===== config.mk =====
export PLATFORM = sky130hd
export DESIGN_NAME = x_uart_tx
export DESIGN_NICKNAME = d
export VERILOG_FILES = /design/src/rtl/x_uart_tx.sv
export SDC_FILE = /design/constraint.sdc
export NUM_CORES = 1
export LEC_CHECK = 0
export ABC_AREA = 1
export BUFFER_PORTS_ARGS = -buffer_cell sky130_fd_sc_hd__buf_2
export CORE_MARGIN = 3
export CORE_UTILIZATION = 45
export DETAILED_ROUTE_END_ITERATION = 10
export SLEW_MARGIN = 10
export SYNTH_ARGS = -nofsm -noshare
export SYNTH_HDL_FRONTEND = slang
export SYNTH_SLANG_ARGS = --single-unit

===== constraint.sdc =====
create_clock -name i_clk -period 1.74 [get_ports i_clk]
set_input_delay 0.174 -clock i_clk [delete_from_list [all_inputs] [get_ports i_clk]]
set_output_delay 0.174 -clock i_clk [all_outputs]
set_load 0.01 [all_outputs]

===== src/rtl/x_uart_tx.sv =====
// x_uart_tx: UART transmitter fed by a valid/accept byte handshake.
//
// Serialises each accepted byte onto o_tx as start bit, 8 data bits
// (LSB first), an optional even-parity bit, and STOP_BITS stop bits.
// Each bit is held for CLK_DIV clock cycles. Only one byte is held at a time.
//
// Optional feature: define X_UART_TX_PARITY_EN to insert one even-parity bit
// between the last data bit and the stop bit(s).
//
// Parameters:
//   CLK_DIV   clock cycles per serial bit (>= 2)
//   STOP_BITS stop bits per frame (1 or 2)
//
// Ports:
//   i_clk     system clock, rising edge
//   i_rst_n   asynchronous active-low reset
//   i_valid   upstream byte available, held until accepted
//   i_data    upstream byte
//   o_accept  one-cycle pulse: i_data is taken this cycle
//   o_tx      serial line, idles high, driven from a flop
//   o_busy    high while a frame is in flight
module x_uart_tx #(
  parameter int CLK_DIV   = 104,
  parameter int STOP_BITS = 1
) (
  input  logic       i_clk,
  input  logic       i_rst_n,
  input  logic       i_valid,
  input  logic [7:0] i_data,
  output logic       o_accept,
  output logic       o_tx,
  output logic       o_busy
);

  localparam int              BW        = (CLK_DIV > 1) ? $clog2(CLK_DIV) : 1;
  localparam logic [BW-1:0]   BAUD_MAX  = BW'(CLK_DIV - 1);
  localparam logic [2:0]      STOP_LAST = 3'(STOP_BITS - 1);

  typedef enum logic [2:0] {
    ST_IDLE   = 3'd0,
    ST_START  = 3'd1,
    ST_DATA   = 3'd2,
`ifdef X_UART_TX_PARITY_EN
    ST_PARITY = 3'd3,
`endif
    ST_STOP   = 3'd4
  } state_t;

`ifdef X_UART_TX_PARITY_EN
  // Even parity: XOR of all data bits.
  function automatic logic even_parity(input logic [7:0] data);
    return ^data;
  endfunction
`endif

  state_t        state_r;
  state_t        state_next_s;
  logic [BW-1:0] baud_r;
  logic [BW-1:0] baud_next_s;
  logic [2:0]    bit_cnt_r;
  logic [2:0]    bit_cnt_next_s;
  logic [7:0]    shift_r;
  logic [7:0]    shift_next_s;
  logic          tx_r;
  logic          tx_next_s;
  logic          busy_r;
  logic          ready_r;
  logic          baud_last_s;
  logic          accept_s;
`ifdef X_UART_TX_PARITY_EN
  logic          parity_r;
  logic          parity_next_s;
`endif

  // ready_r keeps accept low until the first edge after reset release.
  assign accept_s    = (state_r == ST_IDLE) & i_valid & ready_r;
  assign baud_last_s = (baud_r == BAUD_MAX);

  assign o_accept = accept_s;
  assign o_tx     = tx_r;
  assign o_busy   = busy_r;

  // Next-state and datapath decode for the frame sequencer.
  always_comb begin
    state_next_s   = state_r;
    baud_next_s    = baud_r;
    bit_cnt_next_s = bit_cnt_r;
    shift_next_s   = shift_r;
    tx_next_s      = tx_r;
`ifdef X_UART_TX_PARITY_EN
    parity_next_s  = parity_r;
`endif
    case (state_r)
      ST_IDLE: begin
        tx_next_s      = 1'b1;
        baud_next_s    = '0;
        bit_cnt_next_s = 3'd0;
        if (accept_s) begin
          shift_next_s  = i_data;
`ifdef X_UART_TX_PARITY_EN
          parity_next_s = even_parity(i_data);
`endif
          state_next_s  = ST_START;
          tx_next_s     = 1'b0;
        end else begin
          state_next_s  = ST_IDLE;
        end
      end
      ST_START: begin
        if (baud_last_s) begin
          // Present bit 0 and pre-shift so shift_r[0] is always the next bit.
          baud_next_s    = '0;
          state_next_s   = ST_DATA;
          tx_next_s      = shift_r[0];
          shift_next_s   = {1'b0, shift_r[7:1]};
          bit_cnt_next_s = 3'd0;
        end else begin
          baud_next_s    = baud_r + BW'(1);
        end
      end
      ST_DATA: begin
        if (baud_last_s) begin
          baud_next_s = '0;
          if (bit_cnt_r == 3'd7) begin
            bit_cnt_next_s = 3'd0;
`ifdef X_UART_TX_PARITY_EN
            state_next_s   = ST_PARITY;
            tx_next_s      = parity_r;
`else
            state_next_s   = ST_STOP;
            tx_next_s      = 1'b1;
`endif
          end else begin
            bit_cnt_next_s = bit_cnt_r + 3'd1;
            tx_next_s      = shift_r[0];
            shift_next_s   = {1'b0, shift_r[7:1]};
          end
        end else begin
          baud_next_s = baud_r + BW'(1);
        end
      end
`ifdef X_UART_TX_PARITY_EN
      ST_PARITY: begin
        if (baud_last_s) begin
          baud_next_s    = '0;
          bit_cnt_next_s = 3'd0;
          state_next_s   = ST_STOP;
          tx_next_s      = 1'b1;
        end else begin
          baud_next_s    = baud_r + BW'(1);
        end
      end
`endif
      ST_STOP: begin
        tx_next_s = 1'b1;
        if (baud_last_s) begin
          baud_next_s = '0;
          // bit_cnt_r counts stop bits here.
          if (bit_cnt_r == STOP_LAST) begin
            bit_cnt_next_s = 3'd0;
            state_next_s   = ST_IDLE;
          end else begin
            bit_cnt_next_s = bit_cnt_r + 3'd1;
          end
        end else begin
          baud_next_s = baud_r + BW'(1);
        end
      end
      default: begin
        state_next_s   = ST_IDLE;
        tx_next_s      = 1'b1;
        baud_next_s    = '0;
        bit_cnt_next_s = 3'd0;
        shift_next_s   = 8'd0;
      end
    endcase
  end

  // Sequencer state, counters, shift register and output flops.
  always_ff @(posedge i_clk or negedge i_rst_n) begin
    if (!i_rst_n) begin
      state_r   <= ST_IDLE;
      baud_r    <= '0;
      bit_cnt_r <= 3'd0;
      shift_r   <= 8'd0;
      tx_r      <= 1'b1;
      busy_r    <= 1'b0;
`ifdef X_UART_TX_PARITY_EN
      parity_r  <= 1'b0;
`endif
    end else begin
      state_r   <= state_next_s;
      baud_r    <= baud_next_s;
      bit_cnt_r <= bit_cnt_next_s;
      shift_r   <= shift_next_s;
      tx_r      <= tx_next_s;
      busy_r    <= (state_next_s != ST_IDLE);
`ifdef X_UART_TX_PARITY_EN
      parity_r  <= parity_next_s;
`endif
    end
  end

  // Accept enable that stays low until the first edge after reset release.
  always_ff @(posedge i_clk or negedge i_rst_n) begin
    if (!i_rst_n) begin
      ready_r <= 1'b0;
    end else begin
      ready_r <= 1'b1;
    end
  end

endmodule


; After elaboration in Yosys (flattened, before gate mapping)
; Index checks and enable logic that the tools add are counted.
[classes]
mux = 25
n_addsub = 2
n_eq_ne = 10
bitwise_logic = 3
n_reduce_logical = 7
[op_table]
columns = cell, n
row1 = $mux 8, 4
row2 = $pmux 8 s4, 1
row3 = $mux 3, 10
row4 = $mux 7, 2
row5 = $pmux 3 s4, 1
row6 = $ne 2x2->1 const B, 5
row7 = $pmux 3 s3, 1
row8 = $add 7x1->7 const B, 1
row9 = $eq 7x7->1 const B, 1
row10 = $eq 3x3->1 const B, 2
row11 = $logic_not 3->1, 2
row12 = $mux 1, 5
row13 = $reduce_and 5->1, 1
row14 = $add 3x1->3 const B, 1
row15 = $eq 3x1->1 const B, 1
row16 = $eq 3x2->1 const B, 1
row17 = $pmux 1 s3, 1
row18 = $reduce_and 3->1, 1
row19 = $reduce_bool 3->1, 1
row20 = $reduce_or 3->1, 1
row21 = $and 1x1->1, 2
row22 = $reduce_and 2->1, 1
row23 = $not 1->1, 1
[totals]
inputBits = 11
register_bits = 24
out_inout_bits = 3
wordCells = 54

; Longest topological paths before layout
[logic_depth]
depth_word = 6
mapped_depth = 8
mapped_depth_nobuf = 8

; Worst setup path before layout
; OpenSTA, ideal clock, no wires.
[synth_path]
kind = reg-to-reg
from = reg bit_cnt_r[0]
to = reg shift_r[0]
setup_ps = 117
path_stages_with_launch = 9
required_ps = 1623
period_less_slack_ps = 1379
slack_ps = 361
arrival_ps = 1261
path_buffers = 0
path_cell_list = dfrtp_1 -> ha_1 -> ha_1 -> nand4_1 -> nand2_1 -> inv_2 -> nand3_2 -> nand2_1 -> nand2_1
[synth_via]
elab_chain_len = 3
[synth_lines]
columns = element, line
row1 = "start, declared", 60  ; logic [2:0] bit_cnt_r;
row2 = "start signal, assigned", 194  ; bit_cnt_r <= bit_cnt_next_s;
row3 = $eq 3x3->1, 124  ; if (bit_cnt_r == 3'd7) begin
row4 = $ne 2x2->1 (no source line), n/a
row5 = $reduce_and 5->1 (no source line), n/a
row6 = "end signal, assigned", 195  ; shift_r <= shift_next_s;
row7 = "end, declared", 62  ; logic [7:0] shift_r;
; No other way between the ends.
; A chain may end at the register's enable or synchronous reset.

; Final worst setup path
[layout_path]
from = reg bit_cnt_r[0]
to = reg shift_r[1]
; Same word-level chain as after synthesis.

==> results by group <==
Clock network
  • CTS tree: done
  • H-tree levels: 1
  • Worst-Skew Late Latency: 0.31 ns
  • Root buffer cell: clkbuf_4
  • Clock buffer depth: 2
  • Total CTS buffers: 3
  • Num Clock Sinks: 24
  • Worst-path clk slew: 0.12 ns

Worst setup path
  • Crit path cell chain: ha_1, ha_1, nand4_1, nand2_1, inv_2, nand3_2, nand2_1, nand2_1
  • CP arrival: 1.82 ns
  • Crit path launch type: flip-flop
  • Buffers & Inverters on Critical Path: 1
  • CP Data Required Time: 1.96 ns
  • WP depth: 8
  • Critical path's slowest cell: dfrtp_1
  • Worst r2r dst: shift_r[1]$_DFFE_PN0P_
  • CP max FO: 9
  • R2R depth: 8
  • Crit Reg-Reg Startpoint: bit_cnt_r[0]$_DFFE_PN0P_
  • Max incr delay on CP: 0.41 ns
  • CP dominant cell by count: nand2_1
  • Crit path kind: flip-flop to flip-flop
  • Crit path capture: shift_r[1]$_DFFE_PN0P_
  • Kind of cell adding the most delay to the critical path: simple AND/OR/NAND/NOR gates
  • Crit path launch: bit_cnt_r[0]$_DFFE_PN0P_
  • Setup crit end kind: flip-flop
  • Worst R2R Setup Slack: 0.14 ns

Floorplanning
  • Rows: 18
  • Die area: 3510 sq um
  • Die H: 59.2 um
  • Io pins: 14
  • Initial core utilization: 49.2%
  • Die width: 59.2 um
  • CORE AREA: 2590 sq um

Yosys
  • Synth Warn #: 0
  • Synth Instances: 171
  • Synth unique cells: 21
  • Syn_nets: 186
  • #FFs+latches synth: 24
  • Mean post-synth cell area: 7.46 sq um
  • Post-synthesis sequential area ratio: 47.2%
  • Post-Synthesis Cell Area: 1270 sq um

Run
  • Max cap viols: 0

Timing
  • Fin. max-slew vios: 0
  • Final period util: 92.0%
  • RSZ-0062 raised after global routing: false
  • Setup ws final: 0.140 ns
  • Endpoints failing setup: 0
  • Max Clock Freq: 625 MHz
  • Relative slew slack: 65.5%
  • Slew @ Worst Pin: 0.517 ns
  • Final count of hold timing violations: 0
  • Tmin final: 1.60 ns
  • Setup_tns: 0 ns
  • Clock skew: 0.00433 ns

Drt
  • Vias per inst: 4.97
  • Initial DRT Pass Iterations: 4
  • WL/cell: 11.7 um
  • WL final: 2.58 mm
  • Via count: 1094
  • Initial DRC count: 98
  • DRC violations left: 0
  • DRT antenna net count: 0

Finish
  • NumNets Final: 206
  • Fillers: 256
  • Antenna cells: 0
  • Share of cells above drive strength 1: 17.9%
  • Layout area overhead: 12.9%

GRT
  • Antenna violations before repair: 0
  • Gr usage total: 17.0%
  • Global-route wire length before repair: 4.53 mm
  • Gr ovfl total: 0
  • Vias in the first global route: 1015
  • Largest net degree at the start of global routing: 25

Worst hold path
  • Hold WC Path Type: primary input to flip-flop

Place
  • GPL Wtd Cong: 0.779
  • IO Port Bufs: 13
  • DP Worst Slack: 0.153 ns
  • Post-DP HPWL: 2.02 mm

Pwr
  • P_leak: 0.818 nW
  • Power density cells: 609 nW/um^2
  • Peak supply drop: 0.000585 V

Run status
  • Outcome: finished clean
## repair_timing
item	4_1_cts	5_1_grt
setup endpoints to repair	0	8
buffers inserted	0	0
hold endpoints to repair	23	0
hold buffers	1	0
resized for setup	0	2
## routing by layer
layer / GRT usage (%) / up-vias / routed length (um)
li1: - / 575 / -
met1: 25.5 / 490 / 1390
met2: 24.6 / 27 / 1070
met3: 3.92 / 2 / 106
met4: 3.88 / 0 / 15
met5: 0 / - / 0
## stage by stage
step	cell area [sq um]	power (mW)	hold WS [ns]	utilization [%]	std cells
after floorplan	1270	0.572	-0.122	-	171
after global placement	1390	0.594	0.179	53.5	215
after detailed placement	1390	0.594	0.181	53.5	215
after CTS	1430	0.890	0.165	55.3	220
after global routing	1440	0.913	0.181	55.6	220
final	1440	0.876	0.176	55.6	220
## registers in the layout, summed over array words and instances, names as in the netlist
name,cells
shift_r,8
baud_r,7
bit_cnt_r,3
state_r,3
o_busy,1
o_tx,1
ready_r,1
## synthesized netlist by cell type
cell type / number / share of area (%)
o21ai_1: 5 / 2.0
dfrtp_1: 23 / 45
or2_2: 2 / 0.98
xor2_1: 1 / 0.69
nand3_1: 20 / 7.9
nand4_1: 3 / 1.5
a21oi_1: 2 / 0.79
nand3_2: 2 / 1.6
inv_2: 5 / 1.5
o21ai_0: 1 / 0.39
ha_1: 4 / 3.9
nand2_4: 1 / 0.88
nand2_1: 66 / 19
nor3_1: 1 / 0.39
conb_1: 1 / 0.29
nor2_2: 1 / 0.49
nor2_1: 15 / 4.4
inv_1: 14 / 4.1
nand2_2: 2 / 0.98
a21oi_2: 1 / 0.69
dfstp_2: 1 / 2.1
## power by group
group	internal, mW	total [mW]	leakage [nW]	switching [mW]
logic	0.00976	0.0248	0.492	0.0150
clock network	0.128	0.292	0.0210	0.165
registers	0.559	0.559	0.305	0.000274
## layout make-up
type | instances | area (sq um) | area share (%)
inverter | 19 | 71.3 | 4.96
sequential | 24 | 602 | 41.8
tap | 30 | 37.5 | 2.61
timing repair buffer | 15 | 82.6 | 5.74
clock buffer | 4 | 36.3 | 2.52
multi-input combinational | 128 | 609 | 42.3
## cell families (layout without fill, tap and decap cells)
logic type / Yosys count / in the layout / synth area share (%)
AOI/OAI and AO/OA: 9 / 9 / 3.83
other: 1 / 1 / 0.294
adders and majority gates: 4 / 4 / 3.93
DFF: 24 / 24 / 47.2
buffers and inverters: 19 / 38 / 5.59
and+or+nand+nor: 113 / 113 / 38.5
xor gates and xnor gates: 1 / 1 / 0.687
## cell usage in the layout (no fill, tap or decap), drive strengths merged
cell         instances
nand2               69
dfrtp               23
nand3               22
inv                 19
nor2                16
buf                 14
o21ai                6
ha                   4
clkbuf               4
nand4                3
a21oi                3
or2                  2
xor2                 1
nor3                 1
dlygate4sd3          1
dfstp                1
conb                 1
## worst min path at each step
stage              start                      to  slack (ns)  depth (start not counted)
6_report       i_data[3]  shift_r[3]$_DFFE_PN0P_        0.18                          5
5_1_grt        i_data[0]  shift_r[0]$_DFFE_PN0P_        0.18                          5
4_1_cts        i_data[1]  shift_r[1]$_DFFE_PN0P_        0.17                          5
3_5_place_dp     i_rst_n     baud_r[3]$_DFF_PN0_        0.18                          1
3_3_place_gp     i_rst_n        o_busy$_DFF_PN0_        0.18                          1
2_1_floorplan    i_rst_n     baud_r[0]$_DFF_PN0_       -0.12                          0
## worst reg2reg max path: cells and delay by family, from the launching register on
kind,cells,cell delay [ns]
DFF,1,0.41
and+or+nand+nor,5,0.53
buffers and inverters,1,0.14
adders and majority gates,2,0.43
Note: power is estimated with default switching activity, not from simulation.
